<file path="src/rtl/axi_pkg.sv">
`default_nettype none
// ============================================================================
// Module      : axi_pkg
// Description : AXI response codes, line-fill FSM encoding and the word-index
//               helper shared by the line return buffer.
// Revision    : 1.0 - initial release
// ============================================================================
package axi_pkg;

    localparam logic [1:0] RESP_OKAY   = 2'b00;
    localparam logic [1:0] RESP_EXOKAY = 2'b01;
    localparam logic [1:0] RESP_SLVERR = 2'b10;
    localparam logic [1:0] RESP_DECERR = 2'b11;

    typedef enum logic [1:0] {
        ST_IDLE  = 2'd0,
        ST_FILL  = 2'd1,
        ST_DRAIN = 2'd2
    } fill_state_t;

    // Wrap-burst word position: start word plus beat number, modulo words per line.
    function automatic int unsigned line_word_idx(input int unsigned start,
                                                  input int unsigned beat,
                                                  input int unsigned offset_width);
        return (start + beat) & ((32'd1 << offset_width) - 32'd1);
    endfunction

endpackage
`default_nettype wire

</file>
<file path="src/rtl/line_req_fifo.sv">
`default_nettype none
// ============================================================================
// Module      : line_req_fifo
// Description : Small synchronous FIFO holding the first-word index of each
//               outstanding line request.
// Revision    : 1.0 - initial release
// ============================================================================
module line_req_fifo #(
    parameter int WIDTH = 2,
    parameter int DEPTH = 2
) (
    input  logic             clk,
    input  logic             rst,
    input  logic             i_push,
    input  logic [WIDTH-1:0] i_push_data,
    input  logic             i_pop,
    output logic [WIDTH-1:0] o_head,
    output logic             o_full,
    output logic             o_empty
);

    localparam int c_PTR_W = (DEPTH > 1) ? $clog2(DEPTH) : 1;
    localparam int c_CNT_W = $clog2(DEPTH + 1);

    logic [WIDTH-1:0]   r_mem [DEPTH];
    logic [c_PTR_W-1:0] r_wr_ptr;
    logic [c_PTR_W-1:0] r_rd_ptr;
    logic [c_CNT_W-1:0] r_count;

    logic w_push;
    logic w_pop;

    assign o_full  = (r_count == c_CNT_W'(DEPTH));
    assign o_empty = (r_count == '0);
    assign o_head  = r_mem[r_rd_ptr];
    assign w_push  = i_push && !o_full;
    assign w_pop   = i_pop && !o_empty;

    always_ff @(posedge clk) begin
        if (rst) begin
            r_wr_ptr <= '0;
            r_rd_ptr <= '0;
            r_count  <= '0;
        end else begin
            if (w_push) begin
                r_mem[r_wr_ptr] <= i_push_data;
                r_wr_ptr <= (r_wr_ptr == c_PTR_W'(DEPTH - 1)) ? '0 : r_wr_ptr + c_PTR_W'(1);
            end
            if (w_pop) begin
                r_rd_ptr <= (r_rd_ptr == c_PTR_W'(DEPTH - 1)) ? '0 : r_rd_ptr + c_PTR_W'(1);
            end
            case ({w_push, w_pop})
                2'b10:   r_count <= r_count + c_CNT_W'(1);
                2'b01:   r_count <= r_count - c_CNT_W'(1);
                default: r_count <= r_count;
            endcase
        end
    end

endmodule
`default_nettype wire

</file>
<file path="src/rtl/axi_line_return_buffer.sv">
`default_nettype none
// ============================================================================
// Module      : axi_line_return_buffer
// Description : Assembles AXI R beats (wrap, critical word first) into cache
//               lines, forwards the critical word and queues finished lines.
// Revision    : 1.0 - initial release
// ============================================================================
module axi_line_return_buffer
    import axi_pkg::*;
#(
    parameter int OFFSET_WIDTH = 2,
    parameter int DATA_WIDTH   = 32,
    parameter int NUM_ENTRIES  = 2
) (
    input  logic                                    clk,
    input  logic                                    rst,
    input  logic                                    req_valid,
    output logic                                    req_ready,
    input  logic [OFFSET_WIDTH-1:0]                 req_word,
    input  logic                                    rvalid,
    output logic                                    rready,
    input  logic [DATA_WIDTH-1:0]                   rdata,
    input  logic [1:0]                              rresp,
    input  logic                                    rlast,
    output logic                                    crit_valid,
    output logic [DATA_WIDTH-1:0]                   crit_data,
    output logic                                    line_valid,
    input  logic                                    line_ready,
    output logic [(1<<OFFSET_WIDTH)*DATA_WIDTH-1:0] line_data,
    output logic                                    line_err
);

    localparam int c_WORDS = 1 << OFFSET_WIDTH;
    localparam int c_PTR_W = $clog2(NUM_ENTRIES);
    localparam int c_CNT_W = $clog2(NUM_ENTRIES + 1);

    fill_state_t                          r_state;
    logic [c_PTR_W-1:0]                   r_wr_ptr;
    logic [c_PTR_W-1:0]                   r_rd_ptr;
    logic [c_CNT_W-1:0]                   r_outstanding;
    logic [OFFSET_WIDTH-1:0]              r_start;
    logic [OFFSET_WIDTH-1:0]              r_beat;
    logic                                 r_err;
    logic [NUM_ENTRIES-1:0]               r_slot_full;
    logic [NUM_ENTRIES-1:0]               r_slot_err;
    logic [c_WORDS-1:0][DATA_WIDTH-1:0]   r_slot_data [NUM_ENTRIES];
    logic                                 r_crit_valid;
    logic [DATA_WIDTH-1:0]                r_crit_data;

    logic                    w_req_push;
    logic                    w_line_pop;
    logic                    w_beat_acc;
    logic                    w_last_beat;
    logic                    w_err_next;
    logic                    w_complete;
    logic                    w_fifo_full;
    logic                    w_fifo_empty;
    logic [OFFSET_WIDTH-1:0] w_fifo_head;
    logic [OFFSET_WIDTH-1:0] w_word_idx;

    assign req_ready   = (r_outstanding < c_CNT_W'(NUM_ENTRIES)) && !w_fifo_full;
    assign rready      = (r_state == ST_FILL) || (r_state == ST_DRAIN);
    assign w_req_push  = req_valid && req_ready;
    assign w_beat_acc  = rvalid && rready;
    assign line_valid  = r_slot_full[r_rd_ptr];
    assign line_data   = r_slot_data[r_rd_ptr];
    assign line_err    = r_slot_err[r_rd_ptr];
    assign w_line_pop  = line_valid && line_ready;
    assign crit_valid  = r_crit_valid;
    assign crit_data   = r_crit_data;

    assign w_last_beat = &r_beat;
    assign w_err_next  = r_err || (rresp != RESP_OKAY);
    assign w_complete  = (r_state == ST_FILL) && w_beat_acc && (rlast || w_last_beat);
    assign w_word_idx  = OFFSET_WIDTH'(line_word_idx(32'(r_start), 32'(r_beat),
                                                     32'(OFFSET_WIDTH)));

    line_req_fifo #(
        .WIDTH (OFFSET_WIDTH),
        .DEPTH (NUM_ENTRIES)
    ) u_req_fifo (
        .clk         (clk),
        .rst         (rst),
        .i_push      (w_req_push),
        .i_push_data (req_word),
        .i_pop       (w_complete),
        .o_head      (w_fifo_head),
        .o_full      (w_fifo_full),
        .o_empty     (w_fifo_empty)
    );

    always_ff @(posedge clk) begin
        if (rst) begin
            r_outstanding <= '0;
        end else begin
            case ({w_req_push, w_line_pop})
                2'b10:   r_outstanding <= r_outstanding + c_CNT_W'(1);
                2'b01:   r_outstanding <= r_outstanding - c_CNT_W'(1);
                default: r_outstanding <= r_outstanding;
            endcase
        end
    end

    // The slot being filled is never full, so a pop at rd_ptr cannot collide with it.
    always_ff @(posedge clk) begin
        if (rst) begin
            r_state      <= ST_IDLE;
            r_wr_ptr     <= '0;
            r_rd_ptr     <= '0;
            r_start      <= '0;
            r_beat       <= '0;
            r_err        <= 1'b0;
            r_slot_full  <= '0;
            r_slot_err   <= '0;
            r_crit_valid <= 1'b0;
            r_crit_data  <= '0;
            for (int i = 0; i < NUM_ENTRIES; i++) begin
                r_slot_data[i] <= '0;
            end
        end else begin
            r_crit_valid <= 1'b0;

            if (w_line_pop) begin
                r_slot_full[r_rd_ptr] <= 1'b0;
                r_slot_err[r_rd_ptr]  <= 1'b0;
                r_slot_data[r_rd_ptr] <= '0;
                r_rd_ptr              <= r_rd_ptr + c_PTR_W'(1);
            end

            case (r_state)
                ST_IDLE: begin
                    if (!w_fifo_empty && !r_slot_full[r_wr_ptr]) begin
                        r_state               <= ST_FILL;
                        r_start               <= w_fifo_head;
                        r_beat                <= '0;
                        r_err                 <= 1'b0;
                        r_slot_data[r_wr_ptr] <= '0;
                        r_slot_err[r_wr_ptr]  <= 1'b0;
                    end
                end
                ST_FILL: begin
                    if (w_beat_acc) begin
                        r_slot_data[r_wr_ptr][w_word_idx] <= rdata;
                        r_beat <= r_beat + OFFSET_WIDTH'(1);
                        r_err  <= w_err_next;
                        if (r_beat == '0) begin
                            r_crit_data  <= rdata;
                            r_crit_valid <= 1'b1;
                        end
                        // rlast on any beat but the last, or missing on the last, is a count error.
                        if (w_complete) begin
                            r_slot_full[r_wr_ptr] <= 1'b1;
                            r_slot_err[r_wr_ptr]  <= w_err_next || (rlast != w_last_beat);
                            r_wr_ptr              <= r_wr_ptr + c_PTR_W'(1);
                            r_state               <= (w_last_beat && !rlast) ? ST_DRAIN : ST_IDLE;
                        end
                    end
                end
                ST_DRAIN: begin
                    if (w_beat_acc && rlast) begin
                        r_state <= ST_IDLE;
                    end
                end
                default: r_state <= ST_IDLE;
            endcase
        end
    end

endmodule
`default_nettype wire
</file>
<file path="config.mk">
export PLATFORM = sky130hd
export DESIGN_NAME = axi_line_return_buffer
export DESIGN_NICKNAME = d
export VERILOG_FILES = /design/src/rtl/axi_pkg.sv /design/src/rtl/line_req_fifo.sv /design/src/rtl/axi_line_return_buffer.sv
export SDC_FILE = /design/constraint.sdc
export NUM_CORES = 1
export LEC_CHECK = 0
export CAP_MARGIN = 20
export CELL_PAD_IN_SITES_DETAIL_PLACEMENT = 1
export CELL_PAD_IN_SITES_GLOBAL_PLACEMENT = 1
export CORE_MARGIN = 1.5
export CORE_UTILIZATION = 49
export CTS_BUF_LIST = sky130_fd_sc_hd__clkbuf_2 sky130_fd_sc_hd__clkbuf_4 sky130_fd_sc_hd__clkbuf_8
export DETAILED_ROUTE_END_ITERATION = 8
export PLACE_DENSITY_LB_ADDON = 0.1
export SLEW_MARGIN = 25
export SYNTH_ARGS = -nofsm -noshare
export SYNTH_HDL_FRONTEND = slang
export SYNTH_SLANG_ARGS = --single-unit
</file>
<file path="constraint.sdc">
create_clock -name clk -period 8.47 [get_ports clk]
set_clock_uncertainty 0.05 [all_clocks]
set_input_delay 1.2705 -clock clk [delete_from_list [all_inputs] [get_ports clk]]
set_output_delay 1.2705 -clock clk [all_outputs]
set_load 0.1 [all_outputs]
</file>
## Yosys cells after proc, flatten, opt, wreduce, memory -nomap -nowiden

Memory sizes are Yosys's and may differ from the RTL's. A register that Yosys moved wholly into a read port is not among the register bits.
Index checks and enable logic that the tools add are counted.

| cells by class | value |
|---|---|
| add/subtract/negate cells | 10 |
| $lt $le $gt $ge | 7 |
| eq/ne operators | 12 |
| multiplexer cells | 193 |
| bitwise gates (word level) | 136 |
| reductions and logical operators | 38 |

Operator list:

| kind | count |
|---|---|
| 2-to-1 mux 128 bit | 4 |
| OR reduction 128 bit | 2 |
| 2-to-1 mux 1 bit | 161 |
| OR 1 bit | 128 |
| demux 32 bit (select 2 bit) | 1 |
| 2-to-1 mux 2 bit | 17 |
| 2-to-1 mux 32 bit | 1 |
| one-hot mux 2 bit (2 select lines) | 4 |
| logical AND 1 bit | 14 |
| AND reduction 3 bit | 3 |
| == test 2 bit (second input constant) | 4 |
| nonzero test 2 bit | 4 |
| adder 2 x 1 -> 2 bit (second input constant) | 3 |
| bitwise AND 2 bit | 3 |
| == test 2 x 1 -> 1 bit (second input constant) | 3 |
| zero test 2 bit | 3 |
| one-hot mux 2 bit (3 select lines) | 1 |
| adder 1 bit (second input constant) | 4 |
| zero test 1 bit | 4 |
| logical OR 1 bit | 4 |
| less-than comparator 1 x 2 -> 1 bit (second input constant) | 2 |
| != test 2 x 1 -> 1 bit (second input constant) | 2 |
| != test 2 bit (second input constant) | 2 |
| NOT 2 bit | 2 |
| 15 further kinds | 20 |

| storage, ports and cells | value |
|---|---|
| bits in registers | 50 |
| memory bits (writable) | 260 |
| input bits | 42 |
| output and inout port bits | 165 |
| word-level logic and storage cells | 411 |
| memories | 2 |

Memories:

| name | words | bits a word | read ports | clocked after memory_dff | write ports | line | text |
|---|---|---|---|---|---|---|---|
| r_slot_data | 2 | 128 | 1 | 1 | 2 | axi_line_return_buffer.sv:46 | `logic [c_WORDS-1:0][DATA_WIDTH-1:0] r_slot_data [NUM_ENTRIES];` |
| u_req_fifo.r_mem | 2 | 2 | 1 | 1 | 1 | line_req_fifo.sv:25 | `logic [WIDTH-1:0] r_mem [DEPTH];` |

## Depth between registers and ports, before layout

Gate-level depths: netlist of run 1.

| logic depth | value |
|---|---|
| depth in word-level cells | 12 |
| depth in mapped cells | 9 |
| depth with buffers taken out | 8 |

## Cells and area by module

Synthesis of run 1 repeated with hierarchy kept, for this count alone.

| second synthesis, totals | value |
|---|---|
| cells, all modules | 989 |
| area, all modules | 13520.5 um^2 |

By module, submodules not included:

| module | times used | cells each | area an instance (um^2) | sequential area each (um^2) |
|---|---|---|---|---|
| axi_line_return_buffer | 1 | 958 | 13155.1 | 8668.3 |
| line_req_fifo | 1 | 31 | 365.4 | 220.2 |

## Worst setup path after synthesis of run 1

No wires, ideal clock.

| path | value |
|---|---|
| path type | in2reg |
| start point | input rvalid |
| end point | memory r_slot_data[1][0] in the netlist's numbering (enable) |
| library setup time | 0.432 ns |
| data arrival time | 3.542 ns |
| data required time | 7.988 ns |
| path slack | 4.446 ns |
| stages | 3 |
| path buffers | 0 |
| cells stage by stage | nand2_2 -> or4_4 -> a21oi_1 |

RTL lines:

| item | line | text |
|---|---|---|
| start, declared | axi_line_return_buffer.sv:20 | `input logic rvalid,` |
| end, declared | axi_line_return_buffer.sv:46 |  |

==> results of run 1 <==
cell families (layout without fill, tap and decap cells):
| logic type | Yosys count | after routing | share of synthesized area, % |
|---|---|---|---|
| compound gates | 67 | 67 | 2.90 |
| xor+xnor | 9 | 9 | 0.796 |
| fa+ha+maj | 10 | 10 | 0.925 |
| buf+inv | 63 | 322 | 2.27 |
| flops | 313 | 313 | 65.6 |
| mux | 137 | 137 | 11.4 |
| simple gates | 378 | 378 | 16.2 |
worst min-delay path by stage:
stage,end,slack [ps],cells past startpoint
finish,crit_data[25],400,2
global placement,crit_data[30],390,2
detailed placement,crit_data[19],400,2
global route,crit_data[15],430,2
floorplan,r_err,400,2
CTS,crit_data[25],410,2
per-stage QoR:
step           util, %  instances
6_report          62.9       1577
5_1_grt           62.9       1577
4_1_cts           62.9       1577
3_5_place_dp      59.0       1481
3_3_place_gp      59.0       1481
2_1_floorplan        -        977
layout make-up:
class	instances	area (µm²)	area share (%)
Timing Repair Buffer	216	2130	12.6
Clock buffer	87	997	5.87
Multi-Input combinational cell	601	4470	26.3
Clock inverter	9	48.8	0.287
Sequential cell	313	8870	52.2
Tap cell	341	427	2.51
Inverter	10	37.5	0.221
state kept, by name, indices dropped and copies added, names as in the netlist, 2 cells and up, named ones only:
register	count
r_state	2
r_slot_data	256
r_outstanding	2
u_req_fifo.r_mem	4
r_slot_err	2
r_start	2
r_slot_full	2
crit_data	32
u_req_fifo.r_count	2
r_beat	2
power by group through the flow:
stage	Clock, mW	Combinational, mW	Sequential, mW
after floorplan	0	1.16	2.12
after global placement	0	1.72	2.00
after detailed placement	0	1.73	2.01
after CTS	1.35	1.73	1.98
after global routing	1.41	1.78	2.00
final	1.32	1.72	1.98
metal layers:
metal / vias to the layer above / share of wire [%]
li1: 3877 / -
met3: 67 / 5.9
met5: - / 0
met2: 261 / 48
met1: 4287 / 43
met4: 0 / 2.5
cells in the final DEF, fill, tap and decap left out, types with 4 or more instances in the layout:
cell	synthesis	layout
and2_1	256	256
dfxtp_1	53	52
nor2_4	4	8
nand2_1	69	69
mux2_2	132	132
nand2b_1	5	5
buf_4	0	10
mux2i_1	5	5
xnor2_1	4	4
edfxtp_1	260	260
o21ai_0	4	4
clkdlybuf4s50_1	0	205
and2_2	4	4
inv_1	10	10
ha_1	10	10
clkbuf_4	0	32
clkbuf_8	1	55
a21oi_1	46	38
a21oi_4	0	8
nor2_1	19	15
worst max-delay path, stage by stage, from the launching register on:
cell and delay (ps):
dfxtp_4 900, buf_4 860, mux2_2 320, clkdlybuf4s50_1 1160
==> flow_metrics.py, run 1 <==
metrics = {
    "logic_synthesis": {
        "ys_seq_area_share_pct": 65.6,
        "postSynthCellCount": 977,
        "synth_seq_cells": 313,
        "synth_edf_count": 260,
        "synth_area_leaders": "edfxtp_1 58%, and2_1 12%, mux2_2 11%, dfxtp_1 7.8%, nand2_1 1.9%",
        "synth_cell_types": 48,
        "syn_avg_cell_area_um2": 13.8,
        "synth_nets": 1029,
        "synth.yosys.warnings": 0,
        "synth-main-ff-cell": "edfxtp_1",
        "async_reset_ff_share_pct": 0,
        "synth_top_area_cell": "edfxtp_1",
        "synth_top_area_share_pct": 57.7,
        "yosysMostFrequentCell": "edfxtp_1",
        "netlist_area_um2": 13500,
        "synth_common_cells": "260 x edfxtp_1, 256 x and2_1, 132 x mux2_2",
    },
    "global_route": {
        "track_usage_pct": 25.1,
        "grt-ovfl-total": 0,
        "met3_usage_pct": 5.14,
        "busiest_layer": "met2",
        "use_met2_pct": 42.1,
        "grt_pass1_vias": 9031,
        "grt_pass1_wl_mm": 53.7,
        "grt_max_degree": 70,
        "gr-usage-met1_pct": 33.1,
        "grt_antenna_before_repair": 1,
    },
    "detailed_routing": {
        "drc": 0,
        "final_antenna_net_count": 0,
        "vias": 8492,
        "first_pass_iters": 5,
        "post_drt_via_cell_ratio": 5.38,
        "drt-total-wl_mm": 35.5,
        "drtIter0Drc": 535,
        "post_drt_wl_per_cell_um": 22.5,
    },
    "critical_path": {
        "worstPathArrival_ps": 3850,
        "r2r_end": "r_slot_data[0][81]",
        "r2r-start": "r_wr_ptr",
        "reg2reg_slack_ps": 5410,
        "path_class": "reg -> out",
        "critPathCapture": "line_data[76]",
        "critPathCaptureType": "output pin",
        "startpoint_type": "register",
        "worstPathMaxFanout": 69,
        "worstRegToRegCells": 5,
        "crit_required_ps": 7150,
    },
    "cts": {
        "cts_sinks": 313,
        "clock-root-buffer": "clkbuf_8",
        "clk_latency_ps": 560,
        "cts_tree": "yes",
        "cts_hold_buf": 0,
        "ctsResizeCount": 0,
        "path_clk_slew_ps": 60,
        "cts_buffer_depth": 3,
        "numCtsBuffers": 51,
        "postCtsSetupRepairBufs": 0,
        "htree_levels": 2,
    },
    "power_and_ir_drop": {
        "power.internal_mw": 3.03,
        "leakage_nw": 6.24,
        "total_power_mw": 5.02,
        "power.density_nw_per_um2": 296,
        "p_clk_share_pct": 26.3,
        "p_switching_mw": 1.99,
        "swShare_pct": 39.7,
        "combPwrFrac_pct": 34.3,
        "vdd_drop_max_mv": 0.150,
        "seqPwrFrac_pct": 39.4,
    },
    "cells_and_area": {
        "syn2layout_area_growth_pct": 25.6,
        "design_area_um2": 17000,
        "fin_nets": 1245,
        "fillCellCount": 2629,
        "drive_gt1_share_pct": 21.4,
        "antennaDiodeCount": 0,
    },
    "floorplanning": {
        "die_h_um": 169,
        "io-pin-count": 207,
        "die_w_um": 169,
        "coreArea_um2": 27000,
        "num_rows": 60,
        "start_util_pct": 50.0,
        "die_area_um2": 28600,
    },
    "timing": {
        "layout_min_cycle_time_ps": 5170,
        "rsz0062_at_grt": "no",
        "period_share_pct": 61.0,
        "fin_hold_ws_ps": 404,
        "setup_viol": 0,
        "fmax_ghz": 0.194,
        "finalWorstSetupSlack_ps": 3300,
        "worst_slew_pin_slew_ps": 1070,
        "finalSetupTns_ps": 0,
        "slew_headroom_pct": 28.5,
        "final-max-slew-violation-count": 0,
        "final-hold-violation-count": 0,
    },
    "placement": {
        "portBuffers": 206,
        "pre_cts_ws_ps": 3820,
        "dp_hpwl_mm": 21.8,
        "place_congestion": 0.761,
        "placed_cell_area_um2": 15900,
    },
    "outcome": {
        "status": "finished, final reports clean",
    },
    "run": {
        "drv_cap": 0,
    },
    "hold_path": {
        "hp-start": "crit_data[25]",
        "worstHoldPathType": "reg -> reg",
    },
}
(Power assumes the default switching activity.)
==> run 2: changes to the inputs <==
--- a/config.mk
+++ b/config.mk
@@ -9,7 +9,7 @@
 export CELL_PAD_IN_SITES_DETAIL_PLACEMENT = 1
 export CELL_PAD_IN_SITES_GLOBAL_PLACEMENT = 1
 export CORE_MARGIN = 1.5
-export CORE_UTILIZATION = 49
+export CORE_UTILIZATION = 41
 export CTS_BUF_LIST = sky130_fd_sc_hd__clkbuf_2 sky130_fd_sc_hd__clkbuf_4 sky130_fd_sc_hd__clkbuf_8
 export DETAILED_ROUTE_END_ITERATION = 8
 export PLACE_DENSITY_LB_ADDON = 0.1
==> constraint.sdc (replaced) <==
create_clock -name clk -period 4.3 [get_ports clk]
set_clock_uncertainty 0.05 [all_clocks]
set_input_delay 0.645 -clock clk [delete_from_list [all_inputs] [get_ports clk]]
set_output_delay 0.645 -clock clk [all_outputs]
set_load 0.1 [all_outputs]
==> run 2 against run 1 <==
  * Die area up 19%
  * Global-route usage down 3.1 points
  * Hold slack worse by 1.2 ps
  * Critical endpoint is now rready
  * Largest cell class unchanged
  * Largest power group unchanged
==> flow_metrics.py, run 2 (synthesis gave the netlist of run 1 again) <==
metrics = {
    "critical_path": {
        "crit_chain": "inv_1 > ha_1 > clkdlybuf4s50_1",
        "cpLargestDelayFamily": "buffers and inverters",
        "slowest_delay_ps": 1180,
        "startpoint_type": "register",
        "crit_required_ps": 3610,
        "path_class": "reg -> out",
        "worstPathMaxFanout": 6,
        "critPathCaptureType": "output pin",
        "path_buf_inv": 2,
        "worstPathArrival_ps": 2610,
        "cpMaxStageDelayCell": "clkdlybuf4s50_1",
    },
    "floorplanning": {
        "coreArea_um2": 32500,
        "io-pin-count": 207,
        "num_rows": 66,
        "start_util_pct": 41.6,
        "die_w_um": 185,
        "die_h_um": 185,
        "die_area_um2": 34100,
    },
    "detailed_routing": {
        "final_antenna_net_count": 0,
        "first_pass_iters": 4,
        "drc": 0,
        "drt-total-wl_mm": 36.9,
        "post_drt_wl_per_cell_um": 21.9,
        "post_drt_via_cell_ratio": 5.04,
        "drtIter0Drc": 423,
        "vias": 8495,
    },
    "placement": {
        "place_congestion": 0.773,
        "portBuffers": 206,
        "dp_hpwl_mm": 23.0,
        "pre_cts_ws_ps": 1050,
    },
    "power_and_ir_drop": {
        "vdd_drop_max_mv": 0.274,
        "seqPwrFrac_pct": 38.7,
        "swShare_pct": 39.8,
        "power.density_nw_per_um2": 590,
        "leakage_nw": 6.48,
        "combPwrFrac_pct": 33.7,
        "power.internal_mw": 6.02,
        "p_clk_share_pct": 27.5,
        "p_switching_mw": 3.98,
    },
    "cts": {
        "cts_sinks": 313,
        "cts_tree": "yes",
        "numCtsBuffers": 53,
        "cts_hold_buf": 0,
        "clk_latency_ps": 570,
        "cts_buffer_depth": 3,
        "path_clk_slew_ps": 60,
        "ctsResizeCount": 0,
        "clock-root-buffer": "clkbuf_8",
        "htree_levels": 2,
        "postCtsSetupRepairBufs": 0,
    },
    "cells_and_area": {
        "mostFrequentLayoutCells": "260 x edfxtp_1, 256 x and2_1, 136 x buf_4",
        "fillCellCount": 3289,
        "mostFrequentLayoutCell": "edfxtp_1",
        "syn2layout_area_growth_pct": 25.4,
        "drive_gt1_share_pct": 31.7,
        "antennaDiodeCount": 0,
        "fin_nets": 1251,
        "fin_util_pct": 52.1,
        "largest_register_ffs": 256,
        "top_register": "r_slot_data",
    },
    "timing": {
        "final-hold-violation-count": 0,
        "period_share_pct": 76.8,
        "finalWorstSetupSlack_ps": 996,
        "final-max-slew-violation-count": 0,
        "fin_hold_ws_ps": 402,
        "fmax_ghz": 0.303,
        "worst_slew_pin_slew_ps": 1060,
        "setup_viol": 0,
        "layout_min_cycle_time_ps": 3300,
        "slew_headroom_pct": 28.9,
        "rsz0062_at_grt": "no",
        "finalSetupTns_ps": 0,
    },
    "global_route": {
        "grt_pass1_vias": 9046,
        "grt_max_degree": 53,
        "grt_pass1_wl_mm": 55.3,
        "grt-ovfl-total": 0,
        "grt_antenna_before_repair": 0,
        "track_usage_pct": 22.1,
    },
    "outcome": {
        "status": "finished, final reports clean",
    },
    "run": {
        "drv_cap": 0,
    },
    "hold_path": {
        "worstHoldPathType": "reg -> reg",
    },
}
-- run 2: per-stage QoR --
stage / cell area (µm²) / std cells / power [mW]
global route: 17000 / 1685 / 10.4
global placement: 15900 / 1586 / 7.31
CTS: 17000 / 1685 / 10.1
finish: 17000 / 1685 / 10.0
detailed placement: 15900 / 1586 / 7.34
floorplan: 13500 / 977 / 6.46
-- run 2: layer usage --
metal | vias up | part of all wire (%) | global-route usage [%]
li1 | 3906 | - | -
met1 | 4315 | 44 | 28.8
met3 | 60 | 5.6 | 4.78
met4 | 0 | 2.1 | 6.10
met2 | 214 | 48 | 37.1
met5 | - | 0 | 0
-- run 2: path summary, 6_finish.rpt --
path,from,to,slack [ps],cells after the start
setup / recovery,r_state[0],rready,1000,3
hold / removal,crit_data[11],crit_data[11],400,2
setup reg to reg,r_wr_ptr,r_slot_data[1][42],1200,5
hold reg to reg,crit_data[11],crit_data[11],400,2
-- run 2: cell type report --
cell class	instances	area, µm²	share of cell area, %
clock inverter	15	118	0.694
sequential	313	8870	52.3
inverter	10	37.5	0.221
multi-input combinational	601	4470	26.4
clock buffer	84	981	5.79
timing repair buffer	220	1920	11.3
tap	442	553	3.26
-- run 2: power groups by stage --
stage / logic, mW / registers (mW) / clock network (mW)
after global routing: 3.50 / 3.92 / 2.96
final: 3.38 / 3.88 / 2.75
after detailed placement: 3.40 / 3.94 / 0
after floorplan: 2.29 / 4.17 / 0
after global placement: 3.39 / 3.92 / 0
after CTS: 3.41 / 3.88 / 2.82
-- run 2: worst reg2reg max path: stages, from the launching register on --
cell and delay, ps:
dfxtp_1 760, mux2i_1 430, nand3b_1 160, and2_1 330, a21oi_4 680, buf_4 380
